==> src/rtl/issue_scheduler.sv <==
// Two-wide issue scheduler: steers slot-prioritised candidates onto two ALU lanes,
// one memory lane and a non-pipelined divider, returning per-candidate acks.
module issue_scheduler #(
  parameter int unsigned TAG_W     = 6,
  parameter int unsigned PAYLOAD_W = 128,
  parameter int unsigned DIV_LAT   = 8
) (
  input  logic                      clk,
  input  logic                      reset_n,
  input  logic                      flush,
  input  logic [1:0]                cand_valid,
  input  logic [1:0][1:0]           cand_unit,
  input  logic [1:0][TAG_W-1:0]     cand_tag,
  input  logic [1:0][PAYLOAD_W-1:0] cand_payload,
  output logic [1:0]                issue_ack,
  output logic [1:0]                alu_valid,
  output logic [1:0][TAG_W-1:0]     alu_tag,
  output logic [1:0][PAYLOAD_W-1:0] alu_payload,
  input  logic [1:0]                alu_ready,
  output logic                      mem_valid,
  output logic [TAG_W-1:0]          mem_tag,
  output logic [PAYLOAD_W-1:0]      mem_payload,
  input  logic                      mem_ready,
  output logic                      div_start,
  output logic [PAYLOAD_W-1:0]      div_payload,
  output logic                      div_done,
  output logic [TAG_W-1:0]          div_done_tag,
  output logic                      illegal_unit,
  output logic [15:0]               stall_count
);

  typedef enum logic [1:0] {U_ALU = 2'd0, U_MEM = 2'd1, U_DIV = 2'd2, U_ILL = 2'd3} unit_e;

  logic [1:0]                r_alu_valid;
  logic [1:0][TAG_W-1:0]     r_alu_tag;
  logic [1:0][PAYLOAD_W-1:0] r_alu_payload;
  logic                      r_mem_valid;
  logic [TAG_W-1:0]          r_mem_tag;
  logic [PAYLOAD_W-1:0]      r_mem_payload;
  logic                      r_div_start;
  logic [PAYLOAD_W-1:0]      r_div_payload;
  logic                      r_div_done;
  logic [TAG_W-1:0]          r_div_tag;
  logic [7:0]                r_div_cnt;
  logic                      r_illegal;
  logic [15:0]               r_stall;

  logic [1:0] w_alu_free;
  logic       w_mem_free;
  logic       w_div_idle;
  logic [1:0] w_alloc;
  logic [1:0] w_ack;
  logic [1:0] w_alu_load;
  logic [1:0] w_alu_src;
  logic       w_mem_load;
  logic       w_mem_src;
  logic       w_div_load;
  logic       w_div_src;
  logic       w_illegal;
  logic       w_stall;

  assign w_alu_free = ~r_alu_valid | alu_ready;
  assign w_mem_free = ~r_mem_valid | mem_ready;
  // Divider is also held off during the done cycle so the next divide starts after div_done.
  assign w_div_idle = (r_div_cnt == 8'd0) && !r_div_done;

  always_comb begin
    w_alloc    = '0;
    w_alu_load = '0;
    w_alu_src  = '0;
    w_mem_load = 1'b0;
    w_mem_src  = 1'b0;
    w_div_load = 1'b0;
    w_div_src  = 1'b0;
    w_illegal  = 1'b0;
    for (int unsigned i = 0; i < 2; i++) begin
      if (cand_valid[i]) begin
        unique case (unit_e'(cand_unit[i]))
          U_ALU: begin
            if (w_alu_free[0] && !w_alu_load[0]) begin
              w_alu_load[0] = 1'b1;
              w_alu_src[0]  = i[0];
              w_alloc[i]    = 1'b1;
            end else if (w_alu_free[1] && !w_alu_load[1]) begin
              w_alu_load[1] = 1'b1;
              w_alu_src[1]  = i[0];
              w_alloc[i]    = 1'b1;
            end
          end
          U_MEM: begin
            if (w_mem_free && !w_mem_load) begin
              w_mem_load = 1'b1;
              w_mem_src  = i[0];
              w_alloc[i] = 1'b1;
            end
          end
          U_DIV: begin
            if (w_div_idle && !w_div_load) begin
              w_div_load = 1'b1;
              w_div_src  = i[0];
              w_alloc[i] = 1'b1;
            end
          end
          U_ILL: w_illegal = 1'b1;
        endcase
      end
    end
    w_ack   = w_alloc & cand_valid & {2{~flush}};
    w_stall = (|(cand_valid & ~w_ack)) && !flush;
  end

  always_ff @(posedge clk or negedge reset_n) begin
    if (!reset_n) begin
      r_alu_valid   <= '0;
      r_alu_tag     <= '0;
      r_alu_payload <= '0;
      r_mem_valid   <= 1'b0;
      r_mem_tag     <= '0;
      r_mem_payload <= '0;
    end else begin
      for (int unsigned j = 0; j < 2; j++) begin
        if (flush) begin
          r_alu_valid[j] <= 1'b0;
        end else if (w_alu_load[j]) begin
          r_alu_valid[j]   <= 1'b1;
          r_alu_tag[j]     <= cand_tag[w_alu_src[j]];
          r_alu_payload[j] <= cand_payload[w_alu_src[j]];
        end else if (alu_ready[j]) begin
          r_alu_valid[j] <= 1'b0;
        end
      end
      if (flush) begin
        r_mem_valid <= 1'b0;
      end else if (w_mem_load) begin
        r_mem_valid   <= 1'b1;
        r_mem_tag     <= cand_tag[w_mem_src];
        r_mem_payload <= cand_payload[w_mem_src];
      end else if (mem_ready) begin
        r_mem_valid <= 1'b0;
      end
    end
  end

  always_ff @(posedge clk or negedge reset_n) begin
    if (!reset_n) begin
      r_div_start   <= 1'b0;
      r_div_payload <= '0;
      r_div_done    <= 1'b0;
      r_div_tag     <= '0;
      r_div_cnt     <= '0;
    end else if (flush) begin
      r_div_start <= 1'b0;
      r_div_done  <= 1'b0;
      r_div_cnt   <= '0;
    end else begin
      r_div_start <= w_div_load;
      r_div_done  <= (r_div_cnt == 8'd1);
      if (w_div_load) begin
        r_div_payload <= cand_payload[w_div_src];
        r_div_tag     <= cand_tag[w_div_src];
        r_div_cnt     <= 8'(DIV_LAT);
      end else if (r_div_cnt != 8'd0) begin
        r_div_cnt <= r_div_cnt - 8'd1;
      end
    end
  end

  always_ff @(posedge clk or negedge reset_n) begin
    if (!reset_n) begin
      r_illegal <= 1'b0;
      r_stall   <= '0;
    end else begin
      if (w_illegal) r_illegal <= 1'b1;
      if (w_stall && (r_stall != 16'hFFFF)) r_stall <= r_stall + 16'd1;
    end
  end

  assign issue_ack    = w_ack;
  assign alu_valid    = r_alu_valid;
  assign alu_tag      = r_alu_tag;
  assign alu_payload  = r_alu_payload;
  assign mem_valid    = r_mem_valid;
  assign mem_tag      = r_mem_tag;
  assign mem_payload  = r_mem_payload;
  assign div_start    = r_div_start;
  assign div_payload  = r_div_payload;
  assign div_done     = r_div_done;
  assign div_done_tag = r_div_tag;
  assign illegal_unit = r_illegal;
  assign stall_count  = r_stall;

endmodule

==> config.mk <==
export PLATFORM = sky130hd
export DESIGN_NAME = issue_scheduler
export DESIGN_NICKNAME = d
export VERILOG_FILES = /design/src/rtl/issue_scheduler.sv
export SDC_FILE = /design/constraint.sdc
export NUM_CORES = 1
export LEC_CHECK = 0
export ABC_AREA = 1
export BUFFER_PORTS_ARGS = -buffer_cell sky130_fd_sc_hd__buf_2
export CORE_AREA = 8 8 318 320
export CTS_CLUSTER_DIAMETER = 200
export DETAILED_ROUTE_END_ITERATION = 16
export DIE_AREA = 0 0 326 328
export GPL_ROUTABILITY_DRIVEN = 1
export SYNTH_ARGS = -nofsm -noshare
export SYNTH_HDL_FRONTEND = slang
export SYNTH_SLANG_ARGS = --single-unit
export TNS_END_PERCENT = 1
==> constraint.sdc <==
create_clock -name clk -period 2.9 [get_ports clk]
set_input_delay 0.29 -clock clk [delete_from_list [all_inputs] [get_ports clk]]
set_output_delay 0.29 -clock clk [all_outputs]
set_load 0.01 [all_outputs]
==> impl_metrics.json <==
{
  "start_util": 0.2890,
  "global_route.usage.total": 0.2233,
  "clock.fmax_mhz": 391.4,
  "floorplan.rows": 114,
  "path_delay_family": "buffers and inverters",
  "die_height_um": 328,
  "power_switching_mw": 10.87,
  "switching_power_as_a_share_of_total_power": 0.3584,
  "placement.io_buffers": 839,
  "yosys.cell_count.top_type": "sky130_fd_sc_hd__nand2_1",
  "root_buffer": "sky130_fd_sc_hd__clkbuf_16",
  "worst_path_max_delay_cell": "sky130_fd_sc_hd__dlygate4sd3_1",
  "cts-htree-levels": 3,
  "transition_time_at_the_pin_with_the_least_slew_margin_ns": 0.9024,
  "top_level_ports": 840,
  "most_frequent_cells_after_synthesis": "1082 x sky130_fd_sc_hd__nand2_1, 566 x sky130_fd_sc_hd__dfrtp_1, 301 x sky130_fd_sc_hd__inv_1",
  "outcome": "complete, no violations",
  "crit_path_frequent_cell": "sky130_fd_sc_hd__dlygate4sd3_1",
  "timing.hold.worst.class": "input port to flip-flop",
  "clock_tree_from_tritoncts": "yes",
  "cellInternalPower_mw": 19.46,
  "unrepaired_setup_endpoints_after_global_routing": "false",
  "final_layout_size_suffix_gt1_frac": 0.2305,
  "total_congestion_overflow": 0,
  "hold_ws_ns": 0.08492,
  "detail_route.iter0.violations": 2775,
  "power.share.sequential": 0.388,
  "die_area_um2": 106900,
  "clk_path_buf_depth": 3,
  "core_area_um2": 95990,
  "avgRoutedWirePerCell_um": 21.06,
  "power.density_nw_per_um2": 761.2,
  "synth_area_leaders": "sky130_fd_sc_hd__dfrtp_1 51%, sky130_fd_sc_hd__nand2_1 15%, sky130_fd_sc_hd__o21ai_0 4.6%",
  "uppermost_layer_routed": "met4",
  "cts_sinks": 566,
  "grt_antenna_before_repair": 5,
  "worstPathBufferInverterCount": 5,
  "yosys.area.top_type_share": 0.5105,
  "drt_first_pass_iters": 6,
  "met2WireLength_mm": 59.16,
  "worst-path-max-fanout": 76,
  "clkPwrFrac": 0.295,
  "ys_seq_area_frac": 0.5105,
  "final_area_um2": 39840,
  "p_leak_nw": 20.39,
  "synthDominantAreaCellType": "sky130_fd_sc_hd__dfrtp_1",
  "min_period_ns": 2.555,
  "finalNetCount": 4907,
  "number_of_buffers_inserted_during_clock_tree_synthesis": 69,
  "first_global_vias": 29408,
  "route.met3.wl_mm": 11.44,
  "multi_input_logic_area_um2": 11240,
  "crit_required_ns": 3.43,
  "vias": 29837,
  "clock_edge_transition_at_the_registers_on_the_reported_setup_and_hold_paths_ns": 0.06,
  "clkLatencyLatePin_ns": 0.62,
  "die_w_um": 326,
  "sequential_cell_area_um2": 14160,
  "pwr-share-comb": 0.318,
  "nFillCells": 9435,
  "grt_start_max_net_pins": 137,
  "hold_viol": 0,
  "max-slew-margin-rel": 0.3984,
  "synth.cell_area_um2": 27750,
  "finalWeightedCongestion": 0.8983,
  "synth_warnings": 0,
  "finalClockSkew_ns": 0.02237,
  "grt_pass1_wl_mm": 188.0,
  "postSynthRegisterBits": 566,
  "drc_errors": 0,
  "m1WireLength_mm": 49.49,
  "timing.setup.critical_path_class": "input port to flip-flop",
  "ys.flop_type": "sky130_fd_sc_hd__dfrtp_1",
  "count_of_final_max_slew_check_failures": 0,
  "critical-path-max-stage-delay_ns": 0.57,
  "synth_fp_nets": 3772,
  "synthToLayoutAreaGrowth_pct": 43.58,
  "cell_chain_critical_path": "dlygate4sd3_1, buf_2, nor2_2, nand2_2, a211oi_4, buf_12, buf_4, nor2_1, a31oi_1, dlygate4sd3_1",
  "syn_avg_cell_area_um2": 7.955,
  "async_set_or_reset_register_ratio_after_synthesis": 1.000,
  "place.detailed.hpwl_mm": 87.55,
  "worstSetupEndpointType": "flip-flop",
  "reported_max_cap_violation_count": 0,
  "netlist-cell-type-count": 37,
  "avgViaCountPerCell": 5.013,
  "worst_ep_arrival_time_ns": 3.09,
  "setup_tns_ns": 0,
  "post_dp_cell_area_um2": 33620,
  "period_share": 0.8811,
  "gate_count_of_the_mapped_netlist": 3488,
  "number_of_enable_flip_flop_cells_after_synthesis": 0,
  "finalSetupViolations": 0,
  "final_antenna_net_count": 0,
  "peakVddDrop_mv": 0.4734,
  "cp-start-kind": "input port",
  "route.final.wire_length_mm": 125.3
}
==> through the flow <==
step / worst slack [ns] / std cells / util / total power [mW]
2_1_floorplan: 0.9595 / 3488 / - / 15.59
4_1_cts: 0.3148 / 5948 / 0.4149 / 30.51
3_3_place_gp: 0.5684 / 5439 / 0.3502 / 20.45
6_report: 0.3449 / 5952 / 0.4150 / 30.32
3_5_place_dp: 0.4969 / 5439 / 0.3502 / 20.55
5_1_grt: 0.2048 / 5951 / 0.4150 / 31.93
==> power by group through the flow <==
stage / clock (mW) / sequential (mW) / combinational (mW)
after detailed placement: 0 / 11.8 / 8.78
final: 8.93 / 11.8 / 9.64
after floorplan: 0 / 12.6 / 3.04
after global routing: 9.43 / 11.9 / 10.6
after CTS: 9.14 / 11.7 / 9.66
after global placement: 0 / 11.8 / 8.65
==> area by class of cell <==
cell class | instances | share of cell area
flip-flops and latches | 566 | 0.3555
clock inverters | 27 | 0.007192
multi-input cells | 2353 | 0.2821
well taps | 1276 | 0.04008
inverters | 307 | 0.02937
clock buffers | 93 | 0.05094
diodes | 4 | 0.0002513
repair buffers | 1326 | 0.2346
==> repair_timing <==
item                                   in CTS  in global routing
buffers inserted                            0                  0
endpoints found under the hold margin     436                  0
resized for setup                           0                  0
hold buffers                              389                  0
==> routing by layer <==
layer  vias to the layer above  GRT usage
li1                      13719          -
met1                     14323     0.2761
met4                         0    0.09166
met5                         -          0
met3                       271    0.06589
met2                      1524     0.3638
==> sequential cells by signal, indices dropped and copies added, names as in the netlist <==
| register | cells |
|---|---|
| alu_payload | 256 |
| alu_tag | 12 |
| alu_valid | 2 |
| div_done | 1 |
| div_done_tag | 6 |
| div_payload | 128 |
| div_start | 1 |
| illegal_unit | 1 |
| mem_payload | 128 |
| mem_tag | 6 |
| mem_valid | 1 |
| r_div_cnt | 8 |
| stall_count | 16 |
==> worst reg2reg max path, cell delays in order, from the launching register on <==
cell,delay (ns)
sky130_fd_sc_hd__dfrtp_1,0.38
sky130_fd_sc_hd__nand2_1,0.14
sky130_fd_sc_hd__inv_1,0.10
sky130_fd_sc_hd__a211oi_4,0.32
sky130_fd_sc_hd__buf_12,0.33
sky130_fd_sc_hd__buf_4,0.40
sky130_fd_sc_hd__nor2_1,0.05
sky130_fd_sc_hd__a31oi_1,0.14
sky130_fd_sc_hd__dlygate4sd3_1,0.57
==> final timing paths <==
| path | from | endpoint | slack [ns] | cells after the start |
|---|---|---|---|---|
| min in group asynchronous | reset_n | div_payload[23]$_DFFE_PN0P_ | 0.31 | 2 |
| worst max register to register | alu_valid[0]$_DFFE_PN0P_ | alu_payload[16]$_DFFE_PN0P_ | 0.38 | 8 |
| worst min-delay path | cand_payload[3] | div_payload[3]$_DFFE_PN0P_ | 0.08 | 5 |
| worst max-delay path | cand_unit[0] | alu_payload[16]$_DFFE_PN0P_ | 0.34 | 10 |
| worst min register to register | div_payload[112]$_DFFE_PN0P_ | div_payload[112]$_DFFE_PN0P_ | 0.47 | 2 |
| max in group asynchronous | reset_n | div_payload[115]$_DFFE_PN0P_ | 1.68 | 4 |
==> layout by cell type, fill, tap and decap left out, types with 71 or more instances in the layout <==
master	count
sky130_fd_sc_hd__inv_1	300
sky130_fd_sc_hd__a31oi_1	134
sky130_fd_sc_hd__nor3b_1	109
sky130_fd_sc_hd__dlygate4sd3_1	389
sky130_fd_sc_hd__o21ai_1	126
sky130_fd_sc_hd__o21ai_0	255
sky130_fd_sc_hd__o211ai_1	134
sky130_fd_sc_hd__a21oi_1	249
sky130_fd_sc_hd__nor2_1	160
sky130_fd_sc_hd__dfrtp_1	566
sky130_fd_sc_hd__buf_2	837
sky130_fd_sc_hd__clkbuf_16	71
sky130_fd_sc_hd__nand2_1	1081
==> cells by family after synthesis <==
kind of cell,after synthesis,synth area share
AO/OA/AOI/OAI,904,0.1826
flip-flops,566,0.5105
buffers and inverters,569,0.08608
XOR/XNOR,10,0.003157
AND/OR/NAND/NOR,1435,0.2159
adder cells (fa/ha/maj),4,0.001804
Power figures use the tool's default switching activity.
